## config.mk

```make
export PLATFORM = sky130hd
export DESIGN_NAME = mem_stage_ctrl
export DESIGN_NICKNAME = d
export VERILOG_FILES = /design/src/rtl/mem_stage_ctrl.sv
export SDC_FILE = /design/constraint.sdc
export NUM_CORES = 1
export LEC_CHECK = 0
export ABC_CLOCK_PERIOD_IN_PS = 1550
export BUFFER_PORTS_ARGS = -buffer_cell sky130_fd_sc_hd__clkbuf_2
export CAP_MARGIN = 20
export CORE_ASPECT_RATIO = 1.25
export CORE_MARGIN = 1
export CORE_UTILIZATION = 45
export CTS_CLUSTER_SIZE = 24
export DETAILED_ROUTE_END_ITERATION = 10
export PLACE_DENSITY_LB_ADDON = 0.25
export SLEW_MARGIN = 10
export SYNTH_ARGS = -nofsm -noshare
export SYNTH_HDL_FRONTEND = slang
export SYNTH_SLANG_ARGS = --single-unit
```

## constraint.sdc

```tcl
create_clock -name clock -period 1.55 [get_ports clock]
set_input_delay 0.0775 -clock clock [delete_from_list [all_inputs] [get_ports clock]]
set_output_delay 0.0775 -clock clock [all_outputs]
set_load 0.03 [all_outputs]
```

## src/rtl/mem_stage_ctrl.sv

```systemverilog
// ============================================================================
// Module   : mem_stage_ctrl
// Brief    : M-stage controller. Issues data-memory req/ack accesses for
//            lw/sw, stalls upstream while busy and loads the M/W register.
// Revision : 1.0 - initial release
// ============================================================================
`default_nettype none

module mem_stage_ctrl #(
    parameter int          ADDR_W    = 12,
    parameter logic [4:0]  LW_OPCODE = 5'b01000,
    parameter logic [4:0]  SW_OPCODE = 5'b00111
) (
    input  logic              clock,
    input  logic              reset_n,
    input  logic [31:0]       em_instruction,
    input  logic              em_valid,
    input  logic [31:0]       em_alu_result,
    input  logic [31:0]       em_rt_data,
    input  logic              bypass_sig,
    input  logic [31:0]       mw_wb_data,
    output logic              stall_m,
    output logic              dmem_req,
    output logic              dmem_we,
    output logic [ADDR_W-1:0] dmem_addr,
    output logic [31:0]       dmem_wdata,
    input  logic              dmem_ack,
    input  logic [31:0]       dmem_rdata,
    output logic [31:0]       mw_instruction,
    output logic              mw_valid,
    output logic [31:0]       mw_o,
    output logic [31:0]       mw_d
);

    typedef enum logic [0:0] {
        S_IDLE = 1'b0,
        S_BUSY = 1'b1
    } state_t;

    state_t              r_state;
    state_t              w_state_nxt;
    logic                w_accept;
    logic                w_complete;
    logic                w_stall;

    logic [4:0]          w_opcode;
    logic                w_is_sw;
    logic                w_memop;

    logic                r_we;
    logic [ADDR_W-1:0]   r_addr;
    logic [31:0]         r_wdata;
    logic [31:0]         r_cap_instr;
    logic [31:0]         r_cap_alu;
    logic [31:0]         r_mw_instr;
    logic                r_mw_valid;
    logic [31:0]         r_mw_o;
    logic [31:0]         r_mw_d;

    assign w_opcode = em_instruction[31:27];
    assign w_is_sw  = (w_opcode == SW_OPCODE);
    assign w_memop  = em_valid & ((w_opcode == LW_OPCODE) | w_is_sw);

    always_ff @(posedge clock) begin
        if (!reset_n) begin
            r_state <= S_IDLE;
        end else begin
            r_state <= w_state_nxt;
        end
    end

    // The stall is a function of state, E/M contents and ack only; rdata never feeds it.
    always_comb begin
        w_state_nxt = r_state;
        w_accept    = 1'b0;
        w_complete  = 1'b0;
        w_stall     = 1'b0;
        case (r_state)
            S_IDLE: begin
                if (w_memop) begin
                    w_accept    = 1'b1;
                    w_stall     = 1'b1;
                    w_state_nxt = S_BUSY;
                end
            end
            S_BUSY: begin
                w_stall = ~dmem_ack;
                if (dmem_ack) begin
                    w_complete  = 1'b1;
                    w_state_nxt = S_IDLE;
                end
            end
            default: w_state_nxt = S_IDLE;
        endcase
    end

    always_ff @(posedge clock) begin
        if (!reset_n) begin
            r_we        <= 1'b0;
            r_addr      <= '0;
            r_wdata     <= '0;
            r_cap_instr <= '0;
            r_cap_alu   <= '0;
            r_mw_instr  <= '0;
            r_mw_valid  <= 1'b0;
            r_mw_o      <= '0;
            r_mw_d      <= '0;
        end else begin
            // M/W defaults to a bubble; the branches below override it.
            r_mw_instr <= '0;
            r_mw_valid <= 1'b0;
            r_mw_o     <= '0;
            r_mw_d     <= '0;
            if (w_accept) begin
                r_we        <= w_is_sw;
                r_addr      <= em_alu_result[ADDR_W-1:0];
                r_wdata     <= bypass_sig ? mw_wb_data : em_rt_data;
                r_cap_instr <= em_instruction;
                r_cap_alu   <= em_alu_result;
            end else if (w_complete) begin
                r_mw_instr <= r_cap_instr;
                r_mw_valid <= 1'b1;
                r_mw_o     <= r_cap_alu;
                r_mw_d     <= r_we ? 32'd0 : dmem_rdata;
            end else if ((r_state == S_IDLE) && em_valid) begin
                r_mw_instr <= em_instruction;
                r_mw_valid <= 1'b1;
                r_mw_o     <= em_alu_result;
            end
        end
    end

    assign stall_m        = w_stall;
    assign dmem_req       = (r_state == S_BUSY);
    assign dmem_we        = r_we;
    assign dmem_addr      = r_addr;
    assign dmem_wdata     = r_wdata;
    assign mw_instruction = r_mw_instr;
    assign mw_valid       = r_mw_valid;
    assign mw_o           = r_mw_o;
    assign mw_d           = r_mw_d;

endmodule

`default_nettype wire

```

After elaboration in Yosys (flattened, before gate mapping):

Index checks and enable logic that the tools add are counted.

* register bits after elaboration: 207
* output and inout bits: 144
* logic and storage cells: 35

* bitwise gates (word level): 6
* mux-type cells: 14
* equality and inequality tests: 2
* reductions and logical operators: 3

Operator list (number)
* 2-to-1 mux 32 bit: 5
* 2-to-1 mux 1 bit: 7
* == test 5 x 3 -> 1 bit (second input constant): 1
* == test 5 x 4 -> 1 bit (second input constant): 1
* NOT 1 bit: 4
* case mux 1 bit (2 select lines): 2
* OR reduction 4 bit: 1
* OR reduction 2 bit: 1
* AND 1 bit: 1
* logical AND 1 bit: 1
* bitwise OR 1 bit: 1

Logic depth before layout (Yosys ltp):

* depth in word-level cells: 6
* mapped depth: 6
* depth with buffers taken out: 3

Worst setup path after synthesis:

OpenSTA, ideal clock, no wires.

* path kind: register -> register
* from: register r_state (netlist: dmem_req)
* to: register r_addr[10] (netlist: dmem_addr[10])
* buffers on the path: 2
* arrival: 1.537 ns
* stages on the path, launching flop included: 6
* period minus slack after synthesis: 1.609 ns
* required time: 1.478 ns
* path slack: -0.059 ns
* cell sequence: dfxtp_1 nor3b_2 o21a_1 buf_6 buf_6 mux2i_1

* longest elaborated chain between the ends: 1

RTL lines
* start, declared: line 40 `state_t r_state;`
* start signal, assigned: line 68 `r_state <= w_state_nxt;`
* 2-to-1 mux 1 bit: line 78 `case (r_state)`
* end signal, assigned: line 116 `r_addr <= em_alu_result[ADDR_W-1:0];`
* end, declared: line 51 `logic [ADDR_W-1:0] r_addr;`

Every way passes these cells.
A chain may end at the register's enable or synchronous reset.

Final worst setup path:

* from: register r_state (netlist: dmem_req)
* to: output port stall_m

* longest elaborated chain between the ends: 2

RTL lines
* NOT 1 bit
* case mux 1 bit (2 select lines) *: line 78
* end, declared: line 22 `output logic stall_m,`

Every way passes the cells marked *; elsewhere a longest branch is shown, timed or not.

==> results_dict.tcl <==
set metrics [dict create \
    ant_nets 0 \
    p_per_area_nw_per_um2 922 \
    dp_cells 1376 \
    fmax_mhz 652 \
    cts_sinks 195 \
    critPathLaunch "dmem_req" \
    setup_ws_ps 17.3 \
    syn_area_per_cell_um2 9.00 \
    rows 55 \
    finalSetupViolCount 0 \
    seq_area_um2 3910 \
    clk_pin_slew_ps 70 \
    critPathBufInv 2 \
    yosys-top-cells-count "195 x dfxtp_1, 188 x nand2_1, 92 x mux2i_1, 68 x clkbuf_1, 66 x nand3_1" \
    r2r_start "dmem_req" \
    drv_cap 0 \
    hold_class "input pin to flip-flop" \
    area_growth_pct 42.7 \
    syn_inst 925 \
    ys_seq_area_frac 0.469 \
    drive_gt1_frac 0.317 \
    drt_wl_total_um 24100 \
    cp-end-kind "primary output" \
    grt_max_degree 171 \
    synth_top_area_share 0.469 \
    netlist_area_um2 8320 \
    post-place-ws_ps 67.7 \
    worstReg2RegEnd "dmem_addr[4]" \
    core-area_um2 18100 \
    drt-pass1-iter-count 5 \
    cp_max_fo 3 \
    ys.flop_type "dfxtp_1" \
    clock_skew_ps 9.00 \
    cts_made_buffers 17 \
    grt_pass1_vias 7543 \
    grt_pass1_wl_um 36800 \
    final_nets 1443 \
    synth_edf_count 0 \
    synth_warnings 0 \
    slew_headroom 0.590 \
    clockRootBuffer "clkbuf_16" \
    ir_drop_mv 0.680 \
    max_stage_delay_ps 370 \
    start_util 0.460 \
    antenna_found_initial 0 \
    gr-usage-all-layers 0.244 \
    synth_top_area_cell "dfxtp_1" \
    drc 0 \
    critPathTopFamily "flip-flops" \
    slew_viol_final 0 \
    die_w_um 124 \
    design.portCount 309 \
    cts_max_level 4 \
    rsz0062_at_grt "true" \
    grt_overflow 0 \
    min-delay-start "em_rt_data[0]" \
    crit_path_top_delay_cell "dfxtp_4" \
    routedWlPerCell_um 15.8 \
    fillers 1547 \
    min_period_ps 1530 \
    syn_nets 1090 \
    worstSetupPathType "flip-flop to primary output" \
    ff2ff_path_depth 6 \
    crit_chain "nor3b_4 > buf_6 > o21ai_4 > nand2_2 > buf_8" \
    worst_hold_path.endpoint "dmem_wdata[0]" \
    antenna_cells 0 \
    reg2reg_slack_ps 20 \
    clk_path_buf_depth 2 \
    cp.required_ps 1470 \
    startpoint_type "flip-flop" \
    viasPerCell 5.24 \
    finalCritPeriodShare 0.989 \
    ys_seq_elements 195 \
    yosysMostFrequentCell "dfxtp_1" \
    vias 7958 \
    hpwl_um 13800 \
    die_area_um2 19000 \
    hold_viol 0 \
    run_status "finished clean" \
    first_iter_violations 527 \
    finalNonFillerCells 1519 \
    finalWeightedCongestion 0.771 \
    clkLatencyLatePin_ps 430 \
    tightest_slew_ps 614 \
    multi_input_area_um2 3900 \
    hold_depth 4 \
    arrival_ps 1460 \
    yosys-top-cells-area "dfxtp_1 47%, mux2i_1 11%, nand2_1 8.5%" \
    cts_tree "done" \
    port_buffers 308 \
    die_h_um 154 \
    yosysUniqueCellTypes 26 \
    postSynth.asyncResetShare 0 \
    power.leakage_uw 0.00572 \
]
==> state kept, by name, summed over array words and instances, names as in the netlist <==
| register | cells |
|---|---|
| dmem_addr | 11 |
| dmem_req | 1 |
| dmem_wdata | 32 |
| dmem_we | 1 |
| mw_d | 32 |
| mw_instruction | 32 |
| mw_o | 32 |
| mw_valid | 1 |
| r_cap_alu | 21 |
| r_cap_instr | 32 |
==> final cells by class <==
cell class,instances,share of cell area
inverters,2,0.000632
flip-flops and latches,195,0.329
clock buffers,19,0.0381
clock inverters,13,0.0121
repair buffers,443,0.268
well taps,228,0.0240
multi-input cells,619,0.328
==> routing by layer <==
layer	GRT usage	vias to the layer above	routed length [µm]
met5	0	-	0
met3	0.0438	58	1340
met4	0.130	0	876
met1	0.295	3725	10100
met2	0.406	273	11700
li1	-	3902	-
==> per-stage QoR <==
step                      setup TNS, ps  power, µW  hold WS [ps]  area, µm²  utilization
after floorplan                       0       5960           220       8330            -
after global placement                0       6420           306       9960        0.550
after detailed placement              0       6430           313       9960        0.550
after CTS                          -626      11000          10.1      11600        0.642
after global routing              -21.0      11400          37.8      11900        0.656
final                                 0      11000          23.5      11900        0.656
==> power breakdown <==
| group | total (µW) | switching, µW | leakage, µW | internal (µW) |
|---|---|---|---|---|
| Combinational | 1390 | 764 | 0.00385 | 627 |
| Sequential | 5170 | 47.6 | 0.00158 | 5120 |
| Clock | 4400 | 2040 | 0.000283 | 2360 |
| Total | 11000 | 2850 | 0.00572 | 8110 |
==> worst register-to-register path, stage by stage (launching register included) <==
cell,delay [ps]
dfxtp_4,370
nor3b_4,250
buf_6,150
o21a_4,160
buf_12,130
clkbuf_16,210
mux2i_1,190
==> layout by cell type (no fill, tap or decap), types with 2 or more instances in the layout <==
cell and count:
a21oi_1 3, and3_1 64, buf_12 9, buf_16 4
buf_4 14, buf_6 5, buf_8 2, bufbuf_16 2
clkbuf_16 23, clkbuf_2 305, clkbuf_8 2, clkinv_4 4
clkinvlp_4 3, dfxtp_1 194, dlygate4sd3_1 95, inv_1 2
inv_6 2, inv_8 2, mux2i_1 92, nand2_1 187
nand3_1 66, nand3b_1 32, nand4_1 2, nor3_1 13
nor3_2 20, o211a_1 32, o211ai_1 32, o21ai_0 63
o21ai_1 2, o21ai_2 3
==> logic make-up (layout without fill, tap and decap cells) <==
logic type	Yosys count	in the layout	synth area share
AND/OR/NAND/NOR	390	390	0.242
buffers and inverters	112	477	0.0676
AO/OA/AOI/OAI	136	137	0.111
flip-flops	195	195	0.469
multiplexers	92	92	0.111
==> worst max path at each step <==
stage / to / slack [ps] / depth (start not counted)
floorplan: mw_d[22] / 80 / 6
global placement: r_cap_alu[23] / 130 / 4
detailed placement: r_cap_alu[18] / 70 / 4
CTS: r_cap_alu[18] / -50 / 5
global route: stall_m / -20 / 5
finish: stall_m / 20 / 5
==> what timing repair did <==
item,4_1_cts,5_1_grt
buffers inserted,2,5
endpoints found under the setup margin,2,97
hold buffers,95,0
pin swaps,1,1
gates resized for setup,6,10
cloned,3,7
endpoints found under the hold margin,95,0
No activity file was read; power rests on OpenSTA's default activity.
